`config.mk`:
```
export PLATFORM = sky130hd
export DESIGN_NAME = countdown_ctrl
export DESIGN_NICKNAME = d
export VERILOG_FILES = /design/src/rtl/countdown_pkg.sv /design/src/rtl/bcd_down4.sv /design/src/rtl/countdown_ctrl.sv
export SDC_FILE = /design/constraint.sdc
export NUM_CORES = 1
export LEC_CHECK = 0
export BUFFER_PORTS_ARGS = -buffer_cell sky130_fd_sc_hd__buf_2
export CORE_UTILIZATION = 58
export CTS_CLUSTER_DIAMETER = 100
export DETAILED_ROUTE_END_ITERATION = 6
export PLACE_DENSITY_LB_ADDON = 0.25
export SLEW_MARGIN = 20
export SYNTH_ARGS = -nofsm -noshare
export SYNTH_HDL_FRONTEND = slang
export SYNTH_SLANG_ARGS = --single-unit
```
`constraint.sdc`:
```
create_clock -name clk -period 3.25 [get_ports clk]
set_clock_uncertainty 0.05 [all_clocks]
set_input_delay 0.325 -clock clk [delete_from_list [all_inputs] [get_ports clk]]
set_output_delay 0.325 -clock clk [all_outputs]
set_load 0.1 [all_outputs]
```
`src/rtl/countdown_pkg.sv`:
```
// Shared types for the countdown timer controller.
package countdown_pkg;

  typedef enum logic [1:0] {IDLE, RUN, PAUSE, DONE} state_t;

  typedef logic [3:0] bcd_t;

  // Out-of-range BCD digits from the preset switches read as 9.
  function automatic bcd_t bcd_clamp(input bcd_t d);
    return (d > 4'd9) ? 4'd9 : d;
  endfunction

endpackage

```
`src/rtl/bcd_down4.sv`:
```
// Four-digit BCD down-counter with synchronous load and saturation at 0000.
module bcd_down4
  import countdown_pkg::*;
(
  input  logic clk,
  input  logic rst,
  input  logic load,
  input  logic en,
  input  bcd_t din [3:0],
  output bcd_t q [3:0],
  output logic zero
);

  bcd_t nxt [3:0];
  logic borrow;

  always_comb begin
    zero = (q[3] == 4'd0) && (q[2] == 4'd0) && (q[1] == 4'd0) && (q[0] == 4'd0);
  end

  // Ripple borrow: a zero digit becomes 9 and passes the borrow upward.
  always_comb begin
    nxt    = q;
    borrow = 1'b1;
    for (int i = 0; i < 4; i++) begin
      if (borrow) begin
        if (q[i] == 4'd0) begin
          nxt[i] = 4'd9;
        end else begin
          nxt[i] = q[i] - 4'd1;
          borrow = 1'b0;
        end
      end
    end
  end

  always_ff @(posedge clk or negedge rst) begin
    if (!rst) begin
      q <= '{default: 4'd0};
    end else if (load) begin
      q <= din;
    end else if (en && !zero) begin
      q <= nxt;
    end
  end

endmodule

```
`src/rtl/countdown_ctrl.sv`:
```
// Pushbutton countdown timer: BCD preset, start/pause/clear, timed alarm.
//
// state | meaning
// IDLE  | counter follows the clamped preset, prescaler parked at 0
// RUN   | prescaler running, counter decrements once per tick
// PAUSE | counter and prescaler frozen
// DONE  | counter at 0000, alarm held for ALARM_TICKS ticks
module countdown_ctrl
  import countdown_pkg::*;
#(
  parameter int TICK_DIV    = 50_000_000,
  parameter int ALARM_TICKS = 3
) (
  input  logic clk,
  input  logic rst,
  input  logic btn_start_n,
  input  logic btn_clear_n,
  input  bcd_t preset [3:0],
  output bcd_t digit  [5:0],
  output logic running,
  output logic alarm,
  output logic done_pulse
);

  localparam int PW = (TICK_DIV > 2) ? $clog2(TICK_DIV) : 1;
  localparam int AW = $clog2(ALARM_TICKS + 1);

  state_t        state;
  logic [PW-1:0] presc;
  logic [PW-1:0] presc_next;
  logic [AW-1:0] alarm_cnt;
  logic [2:0]    start_sync;
  logic [2:0]    clear_sync;
  logic          start_press;
  logic          clear_press;
  logic          tick;
  logic          preset_zero;
  logic          last_one;
  logic          cnt_load;
  logic          cnt_en;
  logic          cnt_zero;
  bcd_t          preset_clamped [3:0];
  bcd_t          cnt_q [3:0];

  // [0],[1] are the two synchronizer flops, [2] holds the previous synced level.
  always_ff @(posedge clk or negedge rst) begin
    if (!rst) begin
      start_sync <= 3'b111;
      clear_sync <= 3'b111;
    end else begin
      start_sync <= {start_sync[1:0], btn_start_n};
      clear_sync <= {clear_sync[1:0], btn_clear_n};
    end
  end

  always_comb begin
    start_press = start_sync[2] & ~start_sync[1];
    clear_press = clear_sync[2] & ~clear_sync[1];
    for (int i = 0; i < 4; i++) begin
      preset_clamped[i] = bcd_clamp(preset[i]);
    end
    preset_zero = (preset[3] == 4'd0) && (preset[2] == 4'd0) &&
                  (preset[1] == 4'd0) && (preset[0] == 4'd0);
    last_one    = (cnt_q[3] == 4'd0) && (cnt_q[2] == 4'd0) &&
                  (cnt_q[1] == 4'd0) && (cnt_q[0] == 4'd1);
    tick        = ((state == RUN) || (state == DONE)) && (presc == PW'(TICK_DIV - 1));
    presc_next  = tick ? '0 : presc + PW'(1);
    cnt_load    = (state == IDLE);
    cnt_en      = (state == RUN) && tick && !cnt_zero && !clear_press;
  end

  bcd_down4 u_cnt (
    .clk  (clk),
    .rst  (rst),
    .load (cnt_load),
    .en   (cnt_en),
    .din  (preset_clamped),
    .q    (cnt_q),
    .zero (cnt_zero)
  );

  always_ff @(posedge clk or negedge rst) begin
    if (!rst) begin
      state      <= IDLE;
      presc      <= '0;
      alarm      <= 1'b0;
      alarm_cnt  <= '0;
      running    <= 1'b0;
      done_pulse <= 1'b0;
    end else begin
      done_pulse <= 1'b0;
      if (clear_press) begin
        state     <= IDLE;
        presc     <= '0;
        alarm     <= 1'b0;
        alarm_cnt <= '0;
        running   <= 1'b0;
      end else begin
        case (state)
          IDLE: begin
            presc <= '0;
            if (start_press) begin
              if (preset_zero) begin
                state      <= DONE;
                done_pulse <= 1'b1;
                alarm      <= 1'b1;
                alarm_cnt  <= AW'(ALARM_TICKS);
              end else begin
                state   <= RUN;
                running <= 1'b1;
              end
            end
          end
          RUN: begin
            presc <= presc_next;
            // Reaching zero outranks a coincident pause request.
            if (tick && last_one) begin
              state      <= DONE;
              running    <= 1'b0;
              done_pulse <= 1'b1;
              alarm      <= 1'b1;
              alarm_cnt  <= AW'(ALARM_TICKS);
            end else if (start_press) begin
              state   <= PAUSE;
              running <= 1'b0;
            end
          end
          PAUSE: begin
            if (start_press) begin
              state   <= RUN;
              running <= 1'b1;
            end
          end
          DONE: begin
            presc <= presc_next;
            if (start_press) begin
              state     <= IDLE;
              alarm     <= 1'b0;
              alarm_cnt <= '0;
            end else if (tick && (alarm_cnt != '0)) begin
              alarm_cnt <= alarm_cnt - AW'(1);
              if (alarm_cnt == AW'(1)) alarm <= 1'b0;
            end
          end
          default: state <= IDLE;
        endcase
      end
    end
  end

  always_comb begin
    for (int i = 0; i < 4; i++) begin
      digit[i] = cnt_q[i];
    end
    digit[4] = 4'd0;
    digit[5] = 4'd0;
  end

endmodule

```
# Yosys cells after proc, flatten, opt, wreduce, memory -nomap -nowiden
# Index checks and enable logic that the tools add are counted.
dict set report op_classes {
  n_lt_le_gt_ge 4
  addsub 6
  n_reduce_logical 42
  muxes 56
  eq_ne 15
  n_bitwise 4
}
# operator n
set op_table {}
lappend op_table {{$mux W26} 2}
lappend op_table {{$pmux W26 S2} 1}
lappend op_table {{$mux W4} 11}
lappend op_table {{$logic_not A4 Y1} 8}
lappend op_table {{$mux W16} 2}
lappend op_table {{$add A26 B1 Y26 const B} 1}
lappend op_table {{$eq A26 B26 Y1 const B} 1}
lappend op_table {{$mux W2} 13}
lappend op_table {{$mux W1} 22}
lappend op_table {{$gt A4 B4 Y1 const B} 4}
lappend op_table {{$sub A4 B1 Y4 const B} 4}
lappend op_table {{$ne A3 B3 Y1 const B} 5}
lappend op_table {{$logic_and A1 B1 Y1} 14}
lappend op_table {{$ne A4 B3 Y1 const B} 3}
lappend op_table {{$reduce_and A5 Y1} 2}
lappend op_table {{$reduce_bool A2 Y1} 5}
lappend op_table {{$pmux W2 S4} 1}
lappend op_table {{$reduce_bool A4 Y1} 2}
lappend op_table {{$pmux W1 S3} 2}
lappend op_table {{$pmux W2 S3} 1}
lappend op_table {{$reduce_and A2 Y1} 3}
lappend op_table {{$reduce_and A6 Y1} 1}
lappend op_table {{$eq A2 B1 Y1 const B} 2}
lappend op_table {{$eq A2 B2 Y1 const B} 2}
lappend op_table {{other kinds (12)} 15}
dict set report word_totals {
  in_bits 20
  out_inout_bits 27
  reg_bits 55
  wordCells 139
}

# Longest topological paths before layout
dict set report logic_depth {
  ltp_word 10
  depth_mapped 9
  ltp_nobuf 7
}

# Cells and area by module
# Synthesis repeated with hierarchy kept, for this count alone.
dict set report unflattened {
  hier_cells 377
  hier_area_um2 3468.3
}
# mod cells_each area_per_inst_um2 seq_area_each_um2 n_inst
set modules_own_cells {}
lappend modules_own_cells {countdown_ctrl 268 2468.6 983.4 1}
lappend modules_own_cells {bcd_down4 109 999.7 400.4 1}

# Least setup slack after synthesis
# Ideal clock, no wire load.
dict set report synth_path {
  kind {reg2reg}
  from {register u_cnt.q[15] (netlist bit)}
  to {register alarm}
  n_path_buf 0
  arrival_ps 2534
  path_slack_ps 580
  period_less_slack_ps 2670
  stages_incl_launch_ff 6
  required_ps 3113
  setup_time_ps 87
  cell_sequence {dfrtp_1 > nor4_1 > nand3_1 > or4_4 > a2111o_1 > o211ai_1}
}
dict set report synth_between {
  elab_chain_len 7
}
# item line_no
set synth_rtl {}
lappend synth_rtl {{start: declaration} bcd_down4.sv:10} ;# output bcd_t q [3:0],
lappend synth_rtl {{start signal: assignment} bcd_down4.sv:41} ;# q <= din;
lappend synth_rtl {{start signal: assignment} bcd_down4.sv:43} ;# q <= nxt;
lappend synth_rtl {{$logic_not A4 Y1} countdown_ctrl.sv:64} ;# last_one = (cnt_q[3] == 4'd0) && (cnt_q[2] == 4'd0) &&
lappend synth_rtl {{$logic_and A1 B1 Y1 (2 in series)} countdown_ctrl.sv:64}
lappend synth_rtl {{$logic_and A1 B1 Y1} countdown_ctrl.sv:65} ;# (cnt_q[1] == 4'd0) && (cnt_q[0] == 4'd1);
lappend synth_rtl {{$logic_and A1 B1 Y1} countdown_ctrl.sv:117} ;# if (tick && last_one) begin
lappend synth_rtl {{$ne A3 B2 Y1 (no line)} --}
lappend synth_rtl {{$reduce_and A6 Y1 (no line)} --}
lappend synth_rtl {{end signal: assignment} countdown_ctrl.sv:86} ;# alarm <= 1'b0;
lappend synth_rtl {{end signal: assignment} countdown_ctrl.sv:121} ;# alarm <= 1'b1;
lappend synth_rtl {{end signal: assignment} countdown_ctrl.sv:138} ;# alarm <= 1'b0;
lappend synth_rtl {{end: declaration} countdown_ctrl.sv:21} ;# output logic alarm,
# Every way passes these cells.
# A chain may end at the register's enable or synchronous reset.

# Worst setup path after layout
dict set report layout_path {
  from {register u_cnt.q[15] (netlist bit)}
  to {register alarm_cnt[1]}
}
dict set report layout_between {
  elab_chain_len 7
}
# item line_no
set layout_rtl {}
lappend layout_rtl {{$logic_not A4 Y1} countdown_ctrl.sv:64}
lappend layout_rtl {{$logic_and A1 B1 Y1 (2 in series)} countdown_ctrl.sv:64}
lappend layout_rtl {{$logic_and A1 B1 Y1} countdown_ctrl.sv:65}
lappend layout_rtl {{$logic_and A1 B1 Y1} countdown_ctrl.sv:117}
lappend layout_rtl {{$ne A3 B2 Y1 (no line)} --}
lappend layout_rtl {{$reduce_and A5 Y1 (no line)} --}
lappend layout_rtl {{end signal: assignment} countdown_ctrl.sv:107} ;# alarm_cnt <= AW'(ALARM_TICKS);
lappend layout_rtl {{end signal: assignment} countdown_ctrl.sv:122} ;# alarm_cnt <= AW'(ALARM_TICKS);
lappend layout_rtl {{end signal: assignment} countdown_ctrl.sv:141} ;# alarm_cnt <= alarm_cnt - AW'(1);
lappend layout_rtl {{end: declaration} countdown_ctrl.sv:31} ;# logic [AW-1:0] alarm_cnt;
# Every way passes these cells.

==> results.sh <==
export IMPL_ant_nets=0
export IMPL_ff2ff_path_depth=5
export IMPL_final_cells=479
export IMPL_antenna_found_initial=0
export IMPL_irDropWorstVdd_mv=0.7532
export IMPL_dp_cells=470
export IMPL_cts_setup_buffers=0
export IMPL_setup_viol=0
export IMPL_cts_buffers=5
export IMPL_rsz0062_at_grt="no"
export IMPL_cts_buffer_depth=2
export IMPL_yosys_most_used_dff="dfrtp_1"
export IMPL_synth_seq_area_share_pct=40.51
export IMPL_synth_edff_count=0
export IMPL_synthToLayoutAreaGrowth_pct=10.73
export IMPL_fin_crit_ns=2.507
export IMPL_wl_per_cell_um=16.69
export IMPL_die_area_um2=6200
export IMPL_endpoint_kind="flip-flop"
export IMPL_via_per_inst=6.236
export IMPL_ys_ff_latch=55
export IMPL_fmax_mhz=398.9
export IMPL_synth_warnings=0
export IMPL_fin_nets=434
export IMPL_first_pass_iters=5
export IMPL_drcViolationCount=0
export IMPL_antennaDiodeCount=0
export IMPL_chipHeight_um=78.74
export IMPL_grt_max_degree=30
export IMPL_status="completed"
export IMPL_overflow=0
export IMPL_r2r_end="alarm_cnt[1]"
export IMPL_ys_async_sr_fraction_pct=100.0
export IMPL_max_stage_delay_ns=0.63
export IMPL_drive_above_1_share_pct=19.90
export IMPL_p_per_area_nw_per_um2=906.0
export IMPL_cap_violations=0
export IMPL_worstPathRequired_ns=3.44
export IMPL_final_util_pct=67.45
export IMPL_grtUsageTotal_pct=27.51
export IMPL_tns_ns=0
export IMPL_fin_crit_sh_pct=77.14
export IMPL_reg2reg_from="u_cnt.q[15]"
export IMPL_slew_violations=0
export IMPL_cts_tree="done"
export IMPL_hold_class="in -> reg"
export IMPL_min_delay_start="btn_start_n"
export IMPL_synth_avg_cell_area_um2=9.333
export IMPL_min_to="start_sync[0]"
export IMPL_arrival_ns=2.69
export IMPL_critPathLaunchType="flip-flop"
export IMPL_path_max_fanout=6
export IMPL_power_leakage_nw=1.630
export IMPL_insertion_delay_ns=0.31
export IMPL_io_buffers=38
export IMPL_seq_area_um2=1384
export IMPL_whs_ns=0.05315
export IMPL_routabilityCongestion=0.8391
export IMPL_r2r_slack_ns=0.74
export IMPL_tightest_slew_ns=0.6930
export IMPL_cts_sinks=55
export IMPL_grt_pass1_wl_mm=13.30
export IMPL_num_rows=27
export IMPL_cpMaxStageDelayCell="or4_4"
export IMPL_crit_chain="nor4_1, nand3_1, or4_4, a211oi_2, mux2i_1"
export IMPL_clk_pin_slew_ns=0.10
export IMPL_ys_types=69
export IMPL_slew_limit_headroom_pct=53.80
export IMPL_die_w_um=78.74
export IMPL_start_util_pct=60.91
export IMPL_postSynthCellCount=366
export IMPL_cts_root_buffer="clkbuf_8"
export IMPL_syn_cell_area_um2=3416
export IMPL_grt_pass1_vias=2799
export IMPL_vias=2987
export IMPL_cts_max_level=2
export IMPL_path_class="reg -> reg"
export IMPL_place_hpwl_mm=5.718
export IMPL_coreArea_um2=5608
export IMPL_drt_wl_total_mm=7.995
export IMPL_hold_depth=1
export IMPL_multi_input_area_um2=1893
export IMPL_ioPinCount=47
export IMPL_hold_viol=0
export IMPL_drtIter0Drc=221
export IMPL_fillCellCount=465
## per-layer routing
| layer | global-route usage [%] | vias up | wire length [um] |
|---|---|---|---|
| li1 | - | 1424 | - |
| met1 | 38.48 | 1424 | 3698 |
| met2 | 43.04 | 126 | 3657 |
| met3 | 4.943 | 13 | 526 |
| met4 | 9.444 | 0 | 113 |
| met5 | 0 | - | 0 |
## synth_stat cells, types with 5 or more instances
| cell type | count | area (um^2) |
|---|---|---|
| buf_4 | 8 | 60.06 |
| a21oi_1 | 15 | 75.07 |
| mux2i_1 | 8 | 80.08 |
| ha_1 | 8 | 100.1 |
| nor3_1 | 13 | 65.06 |
| and4_1 | 6 | 52.55 |
| o21ai_0 | 21 | 105.1 |
| a31oi_1 | 7 | 43.79 |
| dfrtp_1 | 49 | 1226 |
| inv_1 | 16 | 60.06 |
| nand3_1 | 18 | 90.09 |
| nand2_1 | 23 | 86.33 |
| xor2_1 | 6 | 52.55 |
| clkbuf_1 | 8 | 30.03 |
| dfstp_2 | 6 | 157.7 |
| mux2_2 | 5 | 56.30 |
| nor4_1 | 11 | 68.82 |
| a21o_1 | 5 | 37.54 |
| nor2_1 | 34 | 127.6 |
| xnor2_1 | 7 | 61.31 |
| nand4_1 | 10 | 62.56 |
## state kept, by name, indices dropped and copies added (netlist names)
| name | cells |
|---|---|
| presc | 26 |
| alarm | 1 |
| alarm_cnt | 2 |
| start_sync | 3 |
| state | 2 |
| done_pulse | 1 |
| running | 1 |
| clear_sync | 3 |
| u_cnt.q | 16 |
## worst max-delay path: cells and delay by family (launching register included)
| kind | cells | cell delay (ns) |
|---|---|---|
| muxes | 1 | 0.23 |
| and+or+nand+nor | 3 | 1.40 |
| AOI/OAI and AO/OA | 1 | 0.32 |
| DFF | 1 | 0.43 |
## worst max path at each step
stage,start,endpoint,slack [ns],cells after the start
final,u_cnt.q[15],alarm_cnt[1],0.74,5
after detailed placement,presc[0],alarm_cnt[1],0.76,6
after floorplan,u_cnt.q[15],alarm,0.58,5
after CTS,u_cnt.q[15],alarm_cnt[1],0.74,5
after global placement,u_cnt.q[15],alarm_cnt[1],0.81,5
after global routing,u_cnt.q[15],alarm_cnt[1],0.54,5
## logic make-up after synthesis
group / after synthesis / synth area share, %
simple gates: 154 / 26.19
compound gates: 85 / 17.22
flops: 55 / 40.51
buf+inv: 35 / 4.835
mux: 15 / 4.872
xor+xnor: 13 / 3.333
fa+ha+maj: 8 / 2.931
other cells: 1 / 0.1098
## cell usage in the layout (no fill, tap or decap), types with 7 or more instances in the layout
master	instances
mux2i_1	8
inv_1	16
nor3_1	13
dfrtp_1	49
nor2_1	34
nor4_1	11
a31oi_1	7
o21ai_0	21
buf_2	38
nand2_1	23
ha_1	8
nand3_1	18
a21oi_1	15
conb_1	8
xnor2_1	7
nand4_1	10
## through the flow
stage | power, W | cell area (um^2) | setup WS, ns
after floorplan | 0.002581 | 3442 | 0.5797
after global placement | 0.002927 | 3662 | 0.8070
after detailed placement | 0.002966 | 3662 | 0.7556
after CTS | 0.003426 | 3782 | 0.7355
after global routing | 0.003608 | 3782 | 0.5408
final | 0.003427 | 3782 | 0.7430
## power breakdown
group	switching (W)	total, W	internal (W)
registers	0.000165	0.000992	0.000827
clock network	0.000225	0.000456	0.000230
logic	0.00148	0.00198	0.000501
total	0.00187	0.00343	0.00156
## what timing repair did
action                    CTS  global route
hold endpoints to repair    9             0
hold buffers                1             0
resized for setup           0             0
## cell type report
class / instances / area share, %
multi-input combinational: 283 / 50.05
sequential: 55 / 36.59
timing repair buffer: 45 / 6.484
tap: 72 / 2.382
clock buffer: 6 / 1.919
inverter: 16 / 1.588
clock inverter: 2 / 0.9924
No activity file was read; power rests on OpenSTA's default activity.
